`config.mk`:
```
export PLATFORM = sky130hd
export DESIGN_NAME = pc_predict_unit
export DESIGN_NICKNAME = d
export VERILOG_FILES = /design/src/rtl/pc_predict_unit_pkg.sv /design/src/rtl/cla_16b.sv /design/src/rtl/pc_predict_unit_sat_counter.sv /design/src/rtl/pc_predict_unit.sv
export SDC_FILE = /design/constraint.sdc
export NUM_CORES = 1
export LEC_CHECK = 0
export BUFFER_PORTS_ARGS = -buffer_cell sky130_fd_sc_hd__buf_2
export CAP_MARGIN = 20
export CORE_MARGIN = 2
export CORE_UTILIZATION = 55
export CTS_CLUSTER_DIAMETER = 30
export CTS_CLUSTER_SIZE = 28
export DETAILED_ROUTE_END_ITERATION = 8
export MAX_ROUTING_LAYER = met4
export PLACE_DENSITY = 0.75
export SLEW_MARGIN = 30
export SYNTH_ARGS = -nofsm -noshare
export SYNTH_HDL_FRONTEND = slang
export SYNTH_HIERARCHICAL = 1
export SYNTH_SLANG_ARGS = --single-unit
```
`constraint.sdc`:
```
create_clock -name clk -period 13.05 [get_ports clk]
set_input_delay 0.6525 -clock clk [delete_from_list [all_inputs] [get_ports clk]]
set_output_delay 0.6525 -clock clk [all_outputs]
set_load 0.01 [all_outputs]
```
`src/rtl/pc_predict_unit_pkg.sv`:
```
// Shared constants for the fetch PC / branch predictor slice.
// Branch-op encodings, instruction step and counter seed values.
package pc_predict_unit_pkg;

  typedef enum logic [1:0] {
    BROP_EQZ = 2'b00,
    BROP_NEZ = 2'b01,
    BROP_LTZ = 2'b10,
    BROP_GEZ = 2'b11
  } brop_e;

  localparam int INSTR_BYTES = 2;

  // Seed values for the default 2-bit counters.
  localparam int CTR_WNT = 1;
  localparam int CTR_WT  = 2;

  // Same seeds for any counter width.
  function automatic int ctr_wnt(input int bits);
    return (1 << (bits - 1)) - 1;
  endfunction

  function automatic int ctr_wt(input int bits);
    return 1 << (bits - 1);
  endfunction

endpackage

```
`src/rtl/cla_16b.sv`:
```
// 16-bit carry-lookahead adder built from four 4-bit groups.
// Ports: a_i, b_i, c_i in; s_o sum, c_o carry out.
module cla_16b (
  input  logic [15:0] a_i,
  input  logic [15:0] b_i,
  input  logic        c_i,
  output logic [15:0] s_o,
  output logic        c_o
);

  logic [15:0] g;
  logic [15:0] p;
  logic [3:0]  gg;
  logic [3:0]  pg;

  assign g = a_i & b_i;
  assign p = a_i ^ b_i;

  for (genvar k = 0; k < 4; k++) begin : g_grp
    assign pg[k] = &p[4*k +: 4];
    assign gg[k] = g[4*k+3]
                 | (p[4*k+3] & g[4*k+2])
                 | (&p[4*k+2 +: 2] & g[4*k+1])
                 | (&p[4*k+1 +: 3] & g[4*k]);
  end

  always_comb begin
    logic [4:0]  gc;
    logic [15:0] c;
    gc    = '0;
    c     = '0;
    gc[0] = c_i;
    for (int k = 0; k < 4; k++) begin
      c[4*k] = gc[k];
      for (int j = 1; j < 4; j++) begin
        c[4*k+j] = g[4*k+j-1] | (p[4*k+j-1] & c[4*k+j-1]);
      end
      gc[k+1] = gg[k] | (pg[k] & gc[k]);
    end
    s_o = p ^ c;
    c_o = gc[4];
  end

endmodule

```
`src/rtl/pc_predict_unit_sat_counter.sv`:
```
// Saturating up/down counter, one per BTB entry.
// Ports: clk, rst, inc_i, dec_i, load_i, load_val_i in; cnt_o out.
module sat_counter #(
  parameter int                   CTR_BITS = 2,
  parameter logic [CTR_BITS-1:0]  RST_VAL  = '0
) (
  input  logic                clk,
  input  logic                rst,
  input  logic                inc_i,
  input  logic                dec_i,
  input  logic                load_i,
  input  logic [CTR_BITS-1:0] load_val_i,
  output logic [CTR_BITS-1:0] cnt_o
);

  logic [CTR_BITS-1:0] cnt_q;
  logic [CTR_BITS-1:0] cnt_d;

  always_comb begin
    cnt_d = cnt_q;
    if (load_i) begin
      cnt_d = load_val_i;
    end else if (inc_i && (cnt_q != '1)) begin
      cnt_d = cnt_q + 1'b1;
    end else if (dec_i && (cnt_q != '0)) begin
      cnt_d = cnt_q - 1'b1;
    end
  end

  always_ff @(posedge clk or posedge rst) begin
    if (rst) cnt_q <= RST_VAL;
    else     cnt_q <= cnt_d;
  end

  assign cnt_o = cnt_q;

endmodule

```
`src/rtl/pc_predict_unit.sv`:
```
// Fetch PC register with direct-mapped BTB prediction and execute-stage
// branch/jump resolution. Ports: fetch pc/prediction out, ex_* resolve in,
// branch_take/redirect/redirect_pc/err out.
module pc_predict_unit
  import pc_predict_unit_pkg::*;
#(
  parameter int               WIDTH       = 16,
  parameter int               BTB_ENTRIES = 8,
  parameter int               CTR_BITS    = 2,
  parameter logic [WIDTH-1:0] RESET_PC    = '0
) (
  input  logic             clk,
  input  logic             rst,
  input  logic             stall,
  output logic [WIDTH-1:0] pc,
  output logic             pred_taken,
  output logic [WIDTH-1:0] pred_target,
  input  logic             ex_valid,
  input  logic             ex_branch,
  input  logic             ex_jump,
  input  logic             ex_reg_jump,
  input  logic [1:0]       ex_brop,
  input  logic             ex_zero,
  input  logic             ex_ltz,
  input  logic [WIDTH-1:0] ex_pc_inc,
  input  logic [WIDTH-1:0] ex_imm,
  input  logic [WIDTH-1:0] ex_jdist,
  input  logic [WIDTH-1:0] ex_reg,
  input  logic             ex_pred_taken,
  input  logic [WIDTH-1:0] ex_pred_target,
  output logic             branch_take,
  output logic             redirect,
  output logic [WIDTH-1:0] redirect_pc,
  output logic             err
);

  localparam int IDX  = $clog2(BTB_ENTRIES);
  localparam int TAGW = WIDTH - IDX - 1;
  localparam logic [WIDTH-1:0]    STEP  = WIDTH'(INSTR_BYTES);
  localparam logic [WIDTH-2:0]    HSTEP = (WIDTH-1)'(INSTR_BYTES / 2);
  localparam logic [CTR_BITS-1:0] C_RST = CTR_BITS'(ctr_wnt(CTR_BITS));
  localparam logic [CTR_BITS-1:0] C_BR  = CTR_BITS'(ctr_wt(CTR_BITS));
  localparam logic [CTR_BITS-1:0] C_J   = '1;

  logic [WIDTH-1:0]       pc_q, pc_d;
  logic [BTB_ENTRIES-1:0] valid_q, valid_d;
  logic [TAGW-1:0]        tag_q [BTB_ENTRIES];
  logic [TAGW-1:0]        tag_d [BTB_ENTRIES];
  logic [WIDTH-1:0]       tgt_q [BTB_ENTRIES];
  logic [WIDTH-1:0]       tgt_d [BTB_ENTRIES];
  logic [CTR_BITS-1:0]    ctr   [BTB_ENTRIES];

  // Fetch-side lookup
  logic [IDX-1:0]  l_idx;
  logic [TAGW-1:0] l_tag;
  logic            l_hit;

  assign l_idx       = pc_q[IDX:1];
  assign l_tag       = pc_q[WIDTH-1:IDX+1];
  assign l_hit       = valid_q[l_idx] && (tag_q[l_idx] == l_tag);
  assign pred_taken  = l_hit && ctr[l_idx][CTR_BITS-1];
  assign pred_target = pred_taken ? tgt_q[l_idx] : pc_q + STEP;
  assign pc          = pc_q;

  // Target adders
  logic [WIDTH-1:0] br_tgt, j_base, j_tgt, actual;
  logic             br_co, j_co, j_ovf;

  assign j_base = ex_reg_jump ? ex_reg : ex_pc_inc;

  if (WIDTH == 16) begin : g_cla
    cla_16b u_br (
      .a_i(ex_pc_inc), .b_i(ex_imm), .c_i(1'b0),
      .s_o(br_tgt), .c_o(br_co)
    );
    cla_16b u_j (
      .a_i(j_base), .b_i(ex_jdist), .c_i(1'b0),
      .s_o(j_tgt), .c_o(j_co)
    );
  end else begin : g_add
    assign {br_co, br_tgt} = {1'b0, ex_pc_inc} + {1'b0, ex_imm};
    assign {j_co, j_tgt}   = {1'b0, j_base} + {1'b0, ex_jdist};
  end

  // Signed overflow: carry into MSB differs from carry out of MSB.
  assign j_ovf = j_co ^ j_base[WIDTH-1] ^ ex_jdist[WIDTH-1] ^ j_tgt[WIDTH-1];

  // Resolve
  logic cond, res, taken, alias_hit;

  always_comb begin
    cond = 1'b0;
    unique case (ex_brop)
      BROP_EQZ: cond = ex_zero;
      BROP_NEZ: cond = ~ex_zero;
      BROP_LTZ: cond = ex_ltz;
      BROP_GEZ: cond = ~ex_ltz;
    endcase
  end

  assign res       = ex_valid && (ex_branch || ex_jump);
  assign alias_hit = ex_valid && !(ex_branch || ex_jump) && ex_pred_taken;
  assign taken     = ex_jump || (ex_branch && cond);
  assign actual    = ex_jump ? j_tgt : br_tgt;

  always_comb begin
    branch_take = 1'b0;
    redirect    = 1'b0;
    redirect_pc = ex_pc_inc;
    err         = 1'b0;
    if (res) begin
      branch_take = taken;
      redirect    = (taken != ex_pred_taken)
                  || (taken && (actual != ex_pred_target));
      redirect_pc = taken ? actual : ex_pc_inc;
      err         = ex_jump ? j_ovf : br_co;
    end else if (alias_hit) begin
      redirect = 1'b1;
    end
  end

  // BTB update, indexed by the execute instruction's own PC
  logic [WIDTH-2:0] u_pc;
  logic [IDX-1:0]   u_idx;
  logic [TAGW-1:0]  u_tag;
  logic             u_hit;

  assign u_pc  = ex_pc_inc[WIDTH-1:1] - HSTEP;
  assign u_idx = u_pc[IDX-1:0];
  assign u_tag = u_pc[WIDTH-2:IDX];
  assign u_hit = valid_q[u_idx] && (tag_q[u_idx] == u_tag);

  logic [BTB_ENTRIES-1:0] c_inc, c_dec, c_ld;
  logic [CTR_BITS-1:0]    c_ld_val;

  assign c_ld_val = ex_jump ? C_J : C_BR;

  always_comb begin
    c_inc   = '0;
    c_dec   = '0;
    c_ld    = '0;
    valid_d = valid_q;
    tag_d   = tag_q;
    tgt_d   = tgt_q;
    if (res) begin
      if (u_hit) begin
        c_inc[u_idx] = taken;
        c_dec[u_idx] = ~taken;
      end else begin
        c_ld[u_idx]  = taken;
      end
      if (taken) begin
        valid_d[u_idx] = 1'b1;
        tag_d[u_idx]   = u_tag;
        tgt_d[u_idx]   = actual;
      end
    end else if (alias_hit) begin
      valid_d[u_idx] = 1'b0;
    end
  end

  for (genvar i = 0; i < BTB_ENTRIES; i++) begin : g_ctr
    sat_counter #(
      .CTR_BITS(CTR_BITS),
      .RST_VAL (C_RST)
    ) u_ctr (
      .clk       (clk),
      .rst       (rst),
      .inc_i     (c_inc[i]),
      .dec_i     (c_dec[i]),
      .load_i    (c_ld[i]),
      .load_val_i(c_ld_val),
      .cnt_o     (ctr[i])
    );
  end

  // PC next state: redirect beats stall
  always_comb begin
    pc_d = pred_target;
    if (redirect)   pc_d = redirect_pc;
    else if (stall) pc_d = pc_q;
  end

  always_ff @(posedge clk or posedge rst) begin
    if (rst) begin
      pc_q    <= RESET_PC;
      valid_q <= '0;
    end else begin
      pc_q    <= pc_d;
      valid_q <= valid_d;
    end
  end

  // Tags and targets are qualified by valid, so they need no reset.
  always_ff @(posedge clk) begin
    tag_q <= tag_d;
    tgt_q <= tgt_d;
  end

endmodule

```
==> impl_metrics.csv <==
group,metric,value,unit
routing,viasPerCell,6.50,
hold_path,hp-class,"input port to asynchronous set/reset pin",
worst_setup_path,cp_cell_sequence,"buf_2 -> inv_1 -> o21ai_0 -> ha_1 -> nand3_1 -> nor2_1 -> nor3_1 -> inv_1 -> fa_1 -> fa_1 -> inv_1 -> fa_1 -> inv_1 -> mux2_2 -> xor2_1 -> nor4_1 -> nand3_1 -> or4_1 -> o211ai_1 -> buf_4 -> inv_1 -> buf_2",
worst_setup_path,r2r_slack,8540,ps
worst_setup_path,setup.worst_path.class,"input port to output port",
power,pwr-share-comb,19.6,%
clock_network,hold_buffers,0,
sta,period_share,54.5,%
power,pwr-share-seq,34.5,%
worst_setup_path,regToRegEndpoint,"pc[10]$_DFFE_PP0P_",
clock_network,cts-root-buf,"clkbuf_16",
routing,wl,45.0,mm
clock_network,numCtsBuffers,52,
logic_synthesis,synth_warnings,6,
sta,clock.fmax,141,MHz
logic_synthesis,synth_top_area_share,44.6,%
finish,area_growth,18.9,%
clock_network,clock_latency,560,ps
logic_synthesis,synth_area_leader_cell,"edfxtp_1",
global_routing,grt_use_total,32.7,%
global_routing,grt_antenna_before_repair,0,
power,p_leak,6.98,nW
power,max-vdd-ir-drop,0.116,mV
sta,setup_viol,0,
worst_setup_path,rr_worst_depth,10,
die,start_util,55.9,%
die,fp.coreArea,0.0270,mm^2
sta,drv_slew,0,
worst_setup_path,cp.required,12400,ps
routing,drt_pass1_iterations,8,
routing,drc,0,
power,clockPowerShare,45.9,%
die,fp.dieH,170,um
sta,slew_headroom,29.3,%
power,p_switching,0.000887,W
routing,wl_per_cell,26.4,um
die,die_area,0.0288,mm^2
finish,multi_input_comb_area,0.00686,mm^2
clock_network,clock_sink_count,264,
run_status,outcome,"completed",
finish,antenna_cells,0,
sta,worstMarginPinSlew,1050,ps
power,swShare,28.9,%
worst_setup_path,cp-start-kind,"input port",
sta,final_hold_viol_count,0,
global_routing,grt_start_max_net_pins,54,
clock_network,cts_max_level,2,
logic_synthesis,yosysMostFrequentCell,"edfxtp_1",
worst_setup_path,crit_path_end_kind,"output port",
logic_synthesis,synthFlopType,"edfxtp_1",
placed_design,hpwlAfterDp,29.0,mm
routing,vias,11100,
worst_setup_path,timing.critical_path.to,"redirect",
die,boundaryPins,144,
placed_design,placed_area,0.0161,mm^2
worst_setup_path,timing.rr.start,"pc[2]$_DFFE_PP0P_",
sta,finalSetupTns,0,ps
logic_synthesis,synth-async-reset-ratio,15.2,%
power,power,0.00307,W
worst_setup_path,worst_ep_arrival_time,6460,ps
power,powerDensity,171,mW/mm^2
logic_synthesis,synth.distinct_cells,74,
die,die_w,170,um
sta,holdWs,34.7,ps
sta,grt_setup_unrepaired,"false",
worst_setup_path,cpPeakStageDelay,600,ps
worst_setup_path,cp_max_fo,34,
placed_design,port_buffers,143,
worst_setup_path,crit_top_cell,"inv_1",
global_routing,grt_pass1_vias,11200,
global_routing,grt_overflow,0,
sta,fin_skew,14.1,ps
finish,final_area,0.0179,mm^2
logic_synthesis,ys_seq_area_share,51.3,%
logic_synthesis,synth_area_per_cell,13.0,um^2
job,drv_cap,0,
routing,drtAntennaViolNets,0,
placed_design,place_congestion,0.961,
finish,drive_gt1_share,28.4,%
worst_setup_path,crit_start,"ex_pc_inc[1]",
global_routing,grt_pass1_wl,67.4,mm
logic_synthesis,netlist_instances,1159,
sta,fin_crit,7110,ps
logic_synthesis,ys_top_cells_by_area,"edfxtp_1, mux4_2, dfrtp_1",
power,p_int,0.00218,W
routing,drtIter0Drc,1528,
clock_network,cts_setup_buffers,0,
worst_setup_path,cp_slowest_cell,"buf_2",
clock_network,clk_path_buf_depth,3,
clock_network,path_clk_slew,50,ps
finish,regArea,0.00774,mm^2
logic_synthesis,synth_edf_count,224,
die,num_rows,60,
finish,n_fill_cell,1868,
finish,nets,1469,
logic_synthesis,ys_seq_elements,264,
clock_network,post_cts_resized,0,
logic_synthesis,synth_area,0.0151,mm^2
logic_synthesis,ys_top_cells_by_count,"edfxtp_1, nand2_1, mux4_2",
clock_network,cts_tree,"done",
[logic make-up after synthesis]
| logic type | synth area share [%] |
|---|---|
| adder cells (fa/ha/maj) | 6.01 |
| multiplexers | 15.2 |
| flip-flops | 51.3 |
| XOR/XNOR | 5.25 |
| other | 0.0498 |
| AO/OA/AOI/OAI | 7.85 |
| buffers and inverters | 3.49 |
| AND/OR/NAND/NOR | 10.8 |
[how the worst min path moves through the flow]
stage                                          end      start  cells after the start
2_1_floorplan  g_ctr[0].u_ctr/cnt_o[1]$_DFFE_PP0P_        rst                      1
3_3_place_gp                             flip-flop  flip-flop                      2
3_5_place_dp                             flip-flop  flip-flop                      2
4_1_cts        g_ctr[1].u_ctr/cnt_o[1]$_DFFE_PP0P_        rst                      2
5_1_grt        g_ctr[2].u_ctr/cnt_o[1]$_DFFE_PP0P_        rst                      2
6_report       g_ctr[1].u_ctr/cnt_o[1]$_DFFE_PP0P_        rst                      2
[flip-flops by register name, summed over array words and instances (netlist names), named ones only]
signal             cells
g_ctr.u_ctr/cnt_o     16
tgt_q                128
tag_q                 96
pc                    16
[worst max-delay path, delay by kind of cell]
family          cells  cell delay, ps
buf+inv             8            2030
fa+ha+maj           4            1470
simple gates        6            1310
compound gates      2             590
mux                 1             280
xor+xnor            1             100
[layout make-up]
cell class	instances	share of cell area, %
Clock buffer	55	7.38
Clock inverter	43	3.04
Inverter	49	1.03
Multi-Input combinational cell	791	38.2
Sequential cell	264	43.2
Tap cell	341	2.38
Timing Repair Buffer	161	4.75
[cells in the final DEF, fill, tap and decap left out, drive strengths merged, types with 37 or more instances in the layout]
| master | n |
|---|---|
| edfxtp | 224 |
| buf | 161 |
| nand2 | 133 |
| mux4 | 60 |
| inv | 59 |
| mux2i | 56 |
| clkbuf | 55 |
| nor2 | 45 |
| a21oi | 43 |
| xnor2 | 41 |
| xor2 | 37 |
[stage by stage]
step / instances / worst slack [ps] / utilization [%]
after floorplan: 1169 / 7040 / -
after global placement: 1606 / 6100 / 59.6
after detailed placement: 1606 / 6060 / 59.6
after CTS: 1704 / 6000 / 66.5
after global routing: 1704 / 5450 / 66.5
final: 1704 / 5940 / 66.5
[power groups by stage]
stage | sequential, W | combinational (W) | clock (W)
2_1_floorplan | 0.00104 | 0.000404 | 0
3_3_place_gp | 0.00107 | 0.000569 | 0
3_5_place_dp | 0.00107 | 0.000581 | 0
4_1_cts | 0.00106 | 0.000592 | 0.00141
5_1_grt | 0.00106 | 0.000641 | 0.00145
6_report | 0.00106 | 0.000601 | 0.00141
[layer usage]
metal | track usage, % | wire, um | vias up
met5 | - | 0 | -
met4 | 12.5 | 1610 | 0
met3 | 6.09 | 5130 | 122
met2 | 50.6 | 21000 | 795
met1 | 43.4 | 17200 | 5458
li1 | - | - | 4707
No activity file was read; power rests on OpenSTA's default activity.
